## config.mk

```make
export PLATFORM = sky130hd
export DESIGN_NAME = uart_imem_loader_flat
export DESIGN_NICKNAME = d
export VERILOG_FILES = /design/src/rtl/uart_imem_loader_pkg.sv /design/src/rtl/uart_imem_loader_if.sv /design/src/rtl/uart_imem_loader_byte_reader.sv /design/src/rtl/uart_imem_loader.sv /design/src/flat_wrapper.sv
export SDC_FILE = /design/constraint.sdc
export NUM_CORES = 1
export LEC_CHECK = 0
export CAP_MARGIN = 20
export CORE_ASPECT_RATIO = 1.1
export CORE_UTILIZATION = 30
export CTS_CLUSTER_DIAMETER = 30
export CTS_CLUSTER_SIZE = 8
export DETAILED_ROUTE_END_ITERATION = 8
export MAX_ROUTING_LAYER = met4
export PLACE_DENSITY_LB_ADDON = 0.2
export SYNTH_ARGS = -nofsm -noshare
export SYNTH_HDL_FRONTEND = slang
export SYNTH_SLANG_ARGS = --single-unit
```

## constraint.sdc

```tcl
create_clock -name clk -period 2.4 [get_ports clk]
set_input_delay 0.6 -clock clk [delete_from_list [all_inputs] [get_ports clk]]
set_output_delay 0.6 -clock clk [all_outputs]
set_load 0.005 [all_outputs]
```

## src/rtl/uart_imem_loader_pkg.sv

```systemverilog
// uart_loader_pkg: shared types and constants for the UART instruction-memory loader.
//   ldr_state_e   - loader FSM states
//   LDR_HDR/ACK/NAK - frame header byte and response bytes
//   ldr_tmo_state - states in which the inter-byte timeout runs
package uart_loader_pkg;

  typedef enum logic [3:0] {
    IDLE,
    HDR,
    LEN0,
    LEN1,
    DATA,
    WRITE,
    CSUM,
    RESP,
    DONE
  } ldr_state_e;

  localparam logic [7:0] LDR_HDR = 8'hA5;
  localparam logic [7:0] LDR_ACK = 8'h06;
  localparam logic [7:0] LDR_NAK = 8'h15;

  // Inside a frame the host must keep bytes coming; HDR may wait forever.
  function automatic logic ldr_tmo_state(ldr_state_e s);
    return (s == LEN0) || (s == LEN1) || (s == DATA) || (s == CSUM);
  endfunction

  function automatic logic ldr_rd_state(ldr_state_e s);
    return (s == HDR) || ldr_tmo_state(s);
  endfunction

endpackage

```

## src/rtl/uart_imem_loader_if.sv

```systemverilog
// uart_imem_loader_if: UART MMIO port group plus imem programming port.
//   master - the loader (pops RX, pushes TX, writes imem)
//   slave  - the UART / imem side
interface uart_imem_loader_if;
  logic        rx_data_present;
  logic [7:0]  uart_dout;
  logic        tx_full;
  logic        rx_ren;
  logic        tx_wen;
  logic [7:0]  uart_din;
  logic [2:0]  uart_addr;
  logic        imem_en;
  logic        imem_prog_ena;
  logic [31:0] imem_addr;
  logic [31:0] imem_din;

  modport master (
    input  rx_data_present, uart_dout, tx_full,
    output rx_ren, tx_wen, uart_din, uart_addr,
           imem_en, imem_prog_ena, imem_addr, imem_din
  );

  modport slave (
    output rx_data_present, uart_dout, tx_full,
    input  rx_ren, tx_wen, uart_din, uart_addr,
           imem_en, imem_prog_ena, imem_addr, imem_din
  );
endinterface

```

## src/rtl/uart_imem_loader_byte_reader.sv

```systemverilog
// uart_byte_reader: fetches single bytes from the UART RX FIFO on request.
//   req/rx_data_present -> rx_ren  : one-cycle pop strobe (registered)
//   uart_dout           -> byte_data: captured the cycle after rx_ren
//   byte_valid          : one-cycle pulse, byte_data valid
//   tmo_en/timeout      : idle counter, cleared on every captured byte
//   flush               : drops any fetch in flight
module uart_byte_reader #(
  parameter int unsigned TIMEOUT_CYCLES = 50_000_000
) (
  input  logic       clk,
  input  logic       rst,
  input  logic       flush,
  input  logic       req,
  input  logic       tmo_en,
  input  logic       rx_data_present,
  input  logic [7:0] uart_dout,
  output logic       rx_ren,
  output logic       byte_valid,
  output logic [7:0] byte_data,
  output logic       timeout
);

  localparam int STAGES = 2;
  localparam logic [31:0] TMO_LAST = 32'(TIMEOUT_CYCLES - 1);

  // [0] pop strobe, [1] uart_dout valid, [2] captured byte valid
  logic [STAGES:0] vld_pipe_q, vld_pipe_d;
  logic [7:0]      data_q, data_d;
  logic [31:0]     cnt_q, cnt_d;
  logic            issue;

  // Only one fetch in flight: rx_data_present is stale until the pop has
  // been seen by the FIFO, and this also rules out back-to-back pops.
  assign issue = req && rx_data_present && !flush && (vld_pipe_q == '0);

  always_comb begin
    vld_pipe_d = {vld_pipe_q[STAGES-1:0], issue};
    if (flush) vld_pipe_d = '0;
    data_d = vld_pipe_q[1] ? uart_dout : data_q;
    cnt_d  = cnt_q;
    if (!tmo_en || vld_pipe_q[STAGES]) cnt_d = '0;
    else if (cnt_q != TMO_LAST)        cnt_d = cnt_q + 32'd1;
  end

  always_ff @(posedge clk) begin
    if (rst) begin
      vld_pipe_q <= '0;
      data_q     <= '0;
      cnt_q      <= '0;
    end else begin
      vld_pipe_q <= vld_pipe_d;
      data_q     <= data_d;
      cnt_q      <= cnt_d;
    end
  end

  assign rx_ren     = vld_pipe_q[0];
  assign byte_valid = vld_pipe_q[STAGES];
  assign byte_data  = data_q;
  assign timeout    = tmo_en && (cnt_q == TMO_LAST);

endmodule

```

## src/rtl/uart_imem_loader.sv

```systemverilog
// uart_imem_loader: serial bootloader. Frames bytes A5, LEN_LO, LEN_HI,
// LEN x 4 payload bytes (little-endian words), XOR checksum, writes words
// into imem and answers ACK (06) or NAK (15) through the UART TX FIFO.
//   clk, Rst         - clock, synchronous active-high reset
//   prog             - loader enable; falling edge aborts to IDLE
//   bus (master)     - UART RX/TX and imem programming port
//   busy             - not in IDLE
//   done             - one-cycle pulse after an ACK has been pushed
//   err              - sticky, cleared when the next header is accepted
//   words_written    - words written in the current/last frame
module uart_imem_loader
  import uart_loader_pkg::*;
#(
  parameter int unsigned IMEM_WORDS     = 4096,
  parameter logic [31:0] BASE_ADDR      = 32'h0000_0000,
  parameter int unsigned TIMEOUT_CYCLES = 50_000_000,
  parameter logic [2:0]  UART_DATA_ADDR = 3'd0
) (
  input  logic                 clk,
  input  logic                 Rst,
  input  logic                 prog,
  uart_imem_loader_if.master   bus,
  output logic                 busy,
  output logic                 done,
  output logic                 err,
  output logic [15:0]          words_written
);

  localparam logic [31:0] MAX_WORDS = 32'(IMEM_WORDS);

  ldr_state_e  state_q, state_d;
  logic [15:0] len_q, len_d;
  logic [31:0] word_q, word_d;
  logic [1:0]  bcnt_q, bcnt_d;
  logic [7:0]  csum_q, csum_d;
  logic [15:0] ww_q, ww_d;
  logic        err_q, err_d;
  logic [7:0]  resp_q, resp_d;
  logic        tx_wen_q, tx_wen_d;
  logic [7:0]  uart_din_q, uart_din_d;
  logic        imem_we_q, imem_we_d;
  logic [31:0] imem_addr_q, imem_addr_d;
  logic [31:0] imem_din_q, imem_din_d;
  logic        done_q, done_d;

  logic        byte_valid, timeout;
  logic [7:0]  byte_data;
  logic [15:0] len_full;

  uart_byte_reader #(.TIMEOUT_CYCLES(TIMEOUT_CYCLES)) u_rd (
    .clk             (clk),
    .rst             (Rst),
    .flush           (!prog),
    .req             (ldr_rd_state(state_q)),
    .tmo_en          (ldr_tmo_state(state_q)),
    .rx_data_present (bus.rx_data_present),
    .uart_dout       (bus.uart_dout),
    .rx_ren          (bus.rx_ren),
    .byte_valid      (byte_valid),
    .byte_data       (byte_data),
    .timeout         (timeout)
  );

  assign len_full = {byte_data, len_q[7:0]};

  always_comb begin
    state_d     = state_q;
    len_d       = len_q;
    word_d      = word_q;
    bcnt_d      = bcnt_q;
    csum_d      = csum_q;
    ww_d        = ww_q;
    err_d       = err_q;
    resp_d      = resp_q;
    tx_wen_d    = 1'b0;
    uart_din_d  = uart_din_q;
    imem_we_d   = 1'b0;
    imem_addr_d = imem_addr_q;
    imem_din_d  = imem_din_q;
    done_d      = 1'b0;

    // prog low beats timeout, timeout beats byte capture
    if (!prog) begin
      state_d = IDLE;
      if (!(state_q inside {IDLE, HDR, DONE})) err_d = 1'b1;
    end else if (timeout) begin
      state_d = HDR;
      err_d   = 1'b1;
    end else begin
      case (state_q)
        IDLE: state_d = HDR;
        HDR: if (byte_valid && byte_data == LDR_HDR) begin
          state_d = LEN0;
          err_d   = 1'b0;
          ww_d    = '0;
          csum_d  = '0;
        end
        LEN0: if (byte_valid) begin
          len_d[7:0] = byte_data;
          state_d    = LEN1;
        end
        LEN1: if (byte_valid) begin
          len_d  = len_full;
          bcnt_d = '0;
          if ({16'd0, len_full} > MAX_WORDS) begin
            resp_d  = LDR_NAK;
            err_d   = 1'b1;
            state_d = RESP;
          end else if (len_full == 16'd0) begin
            state_d = CSUM;
          end else begin
            state_d = DATA;
          end
        end
        DATA: if (byte_valid) begin
          // shift in from the top: after four bytes byte 0 sits in [7:0]
          word_d = {byte_data, word_q[31:8]};
          csum_d = csum_q ^ byte_data;
          bcnt_d = bcnt_q + 2'd1;
          if (bcnt_q == 2'd3) begin
            state_d     = WRITE;
            imem_we_d   = 1'b1;
            imem_addr_d = BASE_ADDR + {14'd0, ww_q, 2'b00};
            imem_din_d  = word_d;
          end
        end
        WRITE: begin
          ww_d    = ww_q + 16'd1;
          state_d = (ww_d == len_q) ? CSUM : DATA;
        end
        CSUM: if (byte_valid) begin
          state_d = RESP;
          if (byte_data == csum_q) resp_d = LDR_ACK;
          else begin
            resp_d = LDR_NAK;
            err_d  = 1'b1;
          end
        end
        RESP: if (!bus.tx_full) begin
          tx_wen_d   = 1'b1;
          uart_din_d = resp_q;
          state_d    = (resp_q == LDR_ACK) ? DONE : HDR;
        end
        DONE: begin
          done_d  = 1'b1;
          state_d = HDR;
        end
        default: state_d = IDLE;
      endcase
    end
  end

  always_ff @(posedge clk) begin
    if (Rst) begin
      state_q     <= IDLE;
      len_q       <= '0;
      word_q      <= '0;
      bcnt_q      <= '0;
      csum_q      <= '0;
      ww_q        <= '0;
      err_q       <= 1'b0;
      resp_q      <= '0;
      tx_wen_q    <= 1'b0;
      uart_din_q  <= '0;
      imem_we_q   <= 1'b0;
      imem_addr_q <= '0;
      imem_din_q  <= '0;
      done_q      <= 1'b0;
    end else begin
      state_q     <= state_d;
      len_q       <= len_d;
      word_q      <= word_d;
      bcnt_q      <= bcnt_d;
      csum_q      <= csum_d;
      ww_q        <= ww_d;
      err_q       <= err_d;
      resp_q      <= resp_d;
      tx_wen_q    <= tx_wen_d;
      uart_din_q  <= uart_din_d;
      imem_we_q   <= imem_we_d;
      imem_addr_q <= imem_addr_d;
      imem_din_q  <= imem_din_d;
      done_q      <= done_d;
    end
  end

  assign bus.tx_wen        = tx_wen_q;
  assign bus.uart_din      = uart_din_q;
  assign bus.uart_addr     = UART_DATA_ADDR;
  assign bus.imem_en       = imem_we_q;
  assign bus.imem_prog_ena = imem_we_q;
  assign bus.imem_addr     = imem_addr_q;
  assign bus.imem_din      = imem_din_q;

  assign busy          = (state_q != IDLE);
  assign done          = done_q;
  assign err           = err_q;
  assign words_written = ww_q;

endmodule
```

## src/flat_wrapper.sv

```systemverilog
// flat-port wrapper written by rule: the top's interface ports become plain ports
module uart_imem_loader_flat import uart_loader_pkg::*;
#(
  parameter int unsigned IMEM_WORDS     = 4096,
  parameter logic [31:0] BASE_ADDR      = 32'h0000_0000,
  parameter int unsigned TIMEOUT_CYCLES = 50_000_000,
  parameter logic [2:0]  UART_DATA_ADDR = 3'd0
)
  (clk, Rst, prog, busy, done, err, words_written, bus_rx_data_present, bus_uart_dout, bus_tx_full, bus_rx_ren, bus_tx_wen, bus_uart_din, bus_uart_addr, bus_imem_en, bus_imem_prog_ena, bus_imem_addr, bus_imem_din);
  uart_imem_loader_if bus_i ();
  input  logic clk;
  input  logic Rst;
  input  logic prog;
  output logic busy;
  output logic done;
  output logic err;
  output logic [15:0] words_written;
  input wire logic [$bits(bus_i.rx_data_present)-1:0] bus_rx_data_present;
  input wire logic [$bits(bus_i.uart_dout)-1:0] bus_uart_dout;
  input wire logic [$bits(bus_i.tx_full)-1:0] bus_tx_full;
  output wire logic [$bits(bus_i.rx_ren)-1:0] bus_rx_ren;
  output wire logic [$bits(bus_i.tx_wen)-1:0] bus_tx_wen;
  output wire logic [$bits(bus_i.uart_din)-1:0] bus_uart_din;
  output wire logic [$bits(bus_i.uart_addr)-1:0] bus_uart_addr;
  output wire logic [$bits(bus_i.imem_en)-1:0] bus_imem_en;
  output wire logic [$bits(bus_i.imem_prog_ena)-1:0] bus_imem_prog_ena;
  output wire logic [$bits(bus_i.imem_addr)-1:0] bus_imem_addr;
  output wire logic [$bits(bus_i.imem_din)-1:0] bus_imem_din;
  assign bus_i.rx_data_present = bus_rx_data_present;
  assign bus_i.uart_dout = bus_uart_dout;
  assign bus_i.tx_full = bus_tx_full;
  assign bus_rx_ren = bus_i.rx_ren;
  assign bus_tx_wen = bus_i.tx_wen;
  assign bus_uart_din = bus_i.uart_din;
  assign bus_uart_addr = bus_i.uart_addr;
  assign bus_imem_en = bus_i.imem_en;
  assign bus_imem_prog_ena = bus_i.imem_prog_ena;
  assign bus_imem_addr = bus_i.imem_addr;
  assign bus_imem_din = bus_i.imem_din;
  uart_imem_loader #(.IMEM_WORDS(IMEM_WORDS), .BASE_ADDR(BASE_ADDR), .TIMEOUT_CYCLES(TIMEOUT_CYCLES), .UART_DATA_ADDR(UART_DATA_ADDR)) u_core (.clk(clk), .Rst(Rst), .prog(prog), .bus(bus_i), .busy(busy), .done(done), .err(err), .words_written(words_written));
endmodule
```

Word-level counts from Yosys, hierarchy flattened
Cells that the tools add are included.
- register bits: 189
- bits in latches: 0
- RAM bits: 0
- bits in read-only memories: 0
- input port bits: 13
- output and inout port bits: 98
- word-level logic and storage cells: 146
- memories: 0
- add/subtract/negate cells: 3
- $mul: 0
- div/mod/pow operators: 0
- $lt $le $gt $ge: 1
- equal/unequal tests: 37
- shift operators: 0
- muxes and demuxes: 40
- bitwise gates (word level): 8
- reductions and logical operators: 38
- operator list (operator ; number):
    $mux W8 ; 6
    $pmux W8 S2 ; 3
    $add A32 B1 Y32 const B ; 1
    $eq A32 B26 Y1 const B ; 1
    $mux W4 ; 8
    $ne A32 B26 Y1 const B ; 1
    $pmux W16 S2 ; 1
    $pmux W4 S8 ; 1
    $ne A3 B2 Y1 const B ; 7
    $reduce_and A7 Y1 ; 3
    $ne A4 B3 Y1 const B ; 5
    $reduce_and A5 Y1 ; 4
    $ne A2 B2 Y1 const B ; 9
    $add A16 B1 Y16 const B ; 1
    $eq A16 B16 Y1 ; 1
    $eq A4 B3 Y1 const B ; 4
    $gt A16 B13 Y1 const B ; 1
    $logic_not A16 Y1 ; 1
    $mux W16 ; 1
    $reduce_and A4 Y1 ; 4
    $mux W1 ; 12
    $mux W2 ; 5
    $eq A4 B2 Y1 const B ; 2
    $eq A8 B3 Y1 const B ; 1
    25 further kinds ; 44

Depth between registers and ports, before layout
- depth in word-level cells: 8
- depth in mapped cells: 10
- gate-level depth less buffers: 8

Modules after synthesis
From an unflattened synthesis, not the netlist that was laid out.
- cells, all modules: 1021
- area total of the unflattened synthesis: 8300.5 um^2
- by module, submodules not included (module ; times used ; cells each ; area an instance (um^2) ; seq. area each (um^2)):
    uart_imem_loader ; 1 ; 769 ; 6105.9 ; 2562.5
    uart_byte_reader ; 1 ; 252 ; 2194.6 ; 860.8

Least setup slack after synthesis
OpenSTA, ideal clock, no wires.
- path kind: reg-to-reg
- from: register u_core.u_rd.cnt_q[0]
- to: register u_core.imem_din_q[25] (netlist: u_core.bus.imem_din[25])
- library setup time: 0.138 ns
- data arrival time: 2.014 ns
- required time: 2.262 ns
- setup slack: 0.248 ns
- cell stages (with the launch flop): 11
- buffers on the path: 2
- period minus slack after synthesis: 2.152 ns
- cells stage by stage: dfxtp_1 -> ha_1 -> and2_1 -> nand2_2 -> nor4_4 -> a211oi_2 -> and2_4 -> buf_6 -> buf_6 -> nand2_1 -> a21oi_2
- cells in the longest elaborated chain, start to end: 4
- RTL lines (item ; line ; RTL):
    from (decl) ; uart_imem_loader_byte_reader.sv:29 ; logic [31:0] cnt_q, cnt_d;
    from (signal assigned) ; uart_imem_loader_byte_reader.sv:53 ; cnt_q <= cnt_d;
    $eq A32 B26 Y1 ; uart_imem_loader_byte_reader.sv:60 ; assign timeout = tmo_en && (cnt_q == TMO_LAST);
    $logic_and A1 B1 Y1 ; uart_imem_loader_byte_reader.sv:60 ;
    $not A1 Y1 (no line) ; -- ;
    $reduce_and A5 Y1 (no line) ; -- ;
    to (signal assigned) ; uart_imem_loader.sv:182 ; imem_din_q <= imem_din_d;
    to (decl) ; uart_imem_loader.sv:43 ; logic [31:0] imem_din_q, imem_din_d;
No other way between the ends.
A chain may end at the register's enable or synchronous reset.

Worst setup path after layout
- from: register u_core.state_q[2]
- to: output port busy
- cells in the longest elaborated chain, start to end: 1
- RTL lines (item ; line ; RTL):
    from (decl) ; uart_imem_loader.sv:31 ; ldr_state_e state_q, state_d;
    from (signal assigned) ; uart_imem_loader.sv:170 ; state_q <= state_d;
    $reduce_bool A4 Y1 ; uart_imem_loader.sv:195 ; assign busy = (state_q != IDLE);
    to (decl) ; flat_wrapper.sv:14 ; output logic busy;
No other way between the ends.

==> impl_metrics.py <==
metrics = {
    "synthesis": {
        "synth_edf_count": 0,
        "avgSynthCellArea_sq_um": 8.34,
        "synthFlopType": "dfxtp_1",
        "synthArstFlopShare": 0,
        "syn_inst": 934,
        "syn_area_sq_um": 7790,
        "yosys_warnings": 0,
        "synth_seq_cells": 171,
        "yosys.cell_types.count": 64,
        "ys_seq_area_frac": 0.439,
    },
    "finish": {
        "mostFrequentLayoutCell": "dfxtp_1",
        "final_cell_mix": "167 x dfxtp_1, 159 x nand2_1, 102 x nor2_1, 98 x a21oi_1, 86 x clkdlybuf4s50_1",
        "fin_util": 0.394,
        "n_fill_cell": 2617,
        "layout-drive-gt1-share": 0.151,
        "nets": 1068,
        "syn_to_final_growth_pct": 28.5,
    },
    "drt": {
        "wl_per_cell_microns": 14.0,
        "routed_wl_mm": 19.8,
        "vias_per_cell": 4.63,
        "dr.pass1.iters": 4,
        "via_count": 6537,
        "drtIter0Drc": 300,
        "antenna_left": 0,
        "drc_errors": 0,
    },
    "timing": {
        "hold_slack_ns": 0.453,
        "clock.fmax_mhz": 438,
        "period_needed_ns": 2.28,
        "finalHoldViolCount": 0,
        "fin_crit_sh": 0.951,
        "setup_violations": 0,
        "relSlewSlack": 0.532,
        "skew_ns": 0.00879,
        "worst-slew-pin-transition_ns": 0.696,
        "drv_slew": 0,
    },
    "setup_path": {
        "arrival_ns": 1.68,
        "startpoint_type": "flip-flop",
        "worst-setup-path-type": "reg2out",
        "path_max_fanout": 9,
        "end_kind": "primary output",
        "crit_required_ns": 1.80,
        "worst-r2r-cell-count": 9,
    },
    "hold_path": {
        "whs_path_depth": 2,
        "min_path_type": "reg2reg",
    },
    "global_routing": {
        "antenna_found_initial": 1,
        "grt_pass1_wl_mm": 32.0,
        "grt_util_all_layers": 0.156,
        "grt_max_degree": 91,
        "globalRoute.totalOverflow": 0,
        "grt_pass1_vias": 6116,
    },
    "placed_design": {
        "gp_congestion": 0.860,
        "port_buffers": 87,
        "dp_hpwl_mm": 13.6,
    },
    "clock_tree": {
        "root_buffer": "clkbuf_16",
        "clk_latency_ns": 0.43,
        "htreeDepth": 4,
        "cts_buffer_depth": 2,
        "cts_made_buffers": 17,
        "cts_sinks": 171,
        "clk_pin_slew_worst_paths_ns": 0.07,
        "tritoncts": "yes",
    },
    "power": {
        "p_per_area_nw_per_um2": 582,
        "ir_worst_vdd_mv": 0.442,
        "p_leak_nw": 3.52,
    },
    "floorplanning": {
        "num_io_pins": 111,
        "core_region_area_sq_um": 25400,
        "die-height_microns": 171,
        "fp.dieW_microns": 156,
        "die-area_sq_um": 26600,
        "start_util": 0.307,
        "rows": 61,
    },
    "status": {
        "status": "finished clean",
    },
    "job": {
        "maxCapViolCount": 0,
    },
}
-- cell usage after synthesis, drive strengths merged, types with 3 or more instances --
| library cell | n | area [sq um] |
|---|---|---|
| a211oi | 7 | 57.6 |
| a21o | 6 | 45.0 |
| a21oi | 109 | 587 |
| a221oi | 3 | 26.3 |
| a311oi | 4 | 35.0 |
| a31oi | 7 | 43.8 |
| and2 | 9 | 58.8 |
| and3 | 7 | 43.8 |
| and4 | 6 | 52.6 |
| buf | 47 | 345 |
| clkbuf | 42 | 158 |
| dfxtp | 171 | 3420 |
| ha | 3 | 37.5 |
| inv | 7 | 26.3 |
| mux2i | 32 | 320 |
| nand2 | 172 | 678 |
| nand2b | 6 | 37.5 |
| nand3 | 27 | 135 |
| nand3b | 3 | 22.5 |
| nand4 | 11 | 68.8 |
| nor2 | 102 | 383 |
| nor2b | 5 | 31.3 |
| nor3 | 15 | 80.1 |
| nor4 | 13 | 115 |
| nor4b | 4 | 50.1 |
| o21ai | 16 | 80.1 |
| or2 | 4 | 25.0 |
| or3 | 7 | 43.8 |
| xnor2 | 29 | 254 |
| xor2 | 33 | 289 |
-- per-stage QoR --
step,setup TNS (ns),worst slack (ns),power [mW],cells,cell area [sq um]
final,0,0.118,5.83,1412,10000
after global routing,-0.154,-0.0251,6.03,1412,10000
after CTS,0,0.0153,5.91,1406,9930
after detailed placement,-0.134,-0.0720,3.12,1374,9330
after global placement,-0.0999,-0.0536,3.12,1374,9330
after floorplan,0,0.248,3.05,956,7880
-- sequential cells by signal, summed over array words and instances (netlist names) --
signal	cells
u_core.bus.tx_wen	1
u_core.u_rd.byte_data	8
u_core.done	1
u_core.bus.imem_addr	16
u_core.state_q	4
u_core.resp_q	3
u_core.len_q	16
u_core.csum_q	8
u_core.bus.imem_en	1
u_core.bus.imem_din	32
u_core.u_rd.vld_pipe_q	3
u_core.u_rd.cnt_q	32
u_core.err	1
u_core.bus.uart_din	3
u_core.bcnt_q	2
u_core.words_written	16
u_core.word_q	24
-- layer usage --
metal | track usage | routed length [microns]
met1 | 0.193 | 9450
met5 | - | 0
met3 | 0.0301 | 625
met4 | 0.0499 | 301
met2 | 0.254 | 9460
-- layout make-up --
type,count,area (sq um),share of cell area
diodes,1,2.50,0.000250
clock buffers,17,425,0.0425
clock inverters,15,173,0.0172
inverters,7,26.3,0.00262
multi-input cells,689,3950,0.395
flip-flops and latches,171,3430,0.342
well taps,346,433,0.0432
repair buffers,166,1570,0.157
-- worst paths after layout --
kind	start	end	slack (ns)
worst max-delay path	u_core.state_q[2]	busy	0.12
worst min-delay path	u_core.bus.imem_addr[17]	u_core.bus.imem_addr[17]	0.45
worst min register to register	u_core.bus.imem_addr[17]	u_core.bus.imem_addr[17]	0.45
worst max register to register	u_core.u_rd.cnt_q[7]	u_core.bus.imem_addr[16]	0.14
-- worst max-delay path: stages, from the launching register on --
cell	delay, ns
dfxtp_2	0.38
buf_4	0.16
nor3_2	0.19
nand2b_1	0.08
clkdlybuf4s50_1	0.44
-- power by group --
| group | internal [mW] | leakage (nW) | total, mW | switching [mW] |
|---|---|---|---|---|
| combinational | 0.0868 | 1.85 | 0.204 | 0.117 |
| sequential | 2.84 | 1.38 | 2.85 | 0.00835 |
| clock | 1.41 | 0.289 | 2.78 | 1.37 |
| total | 4.34 | 3.52 | 5.83 | 1.49 |
-- cell families (layout without fill, tap and decap cells) --
family          count (synthesis)  after routing  synth area share
compound gates                170            170             0.133
xor+xnor                       62             62            0.0697
fa+ha+maj                       3              3           0.00482
buf+inv                        96            205            0.0679
flops                         171            171             0.439
mux                            33             33            0.0426
other cells                     1             24          0.000481
simple gates                  398            398             0.242
-- timing repair --
action                     CTS  global route
hold buffers                 0             0
pin swaps                    0             3
gates resized for setup      2             7
buffers inserted             0             4
gates cloned                 0             1
hold endpoints to repair     0             0
setup endpoints to repair    1            45
(Power assumes the default switching activity.)
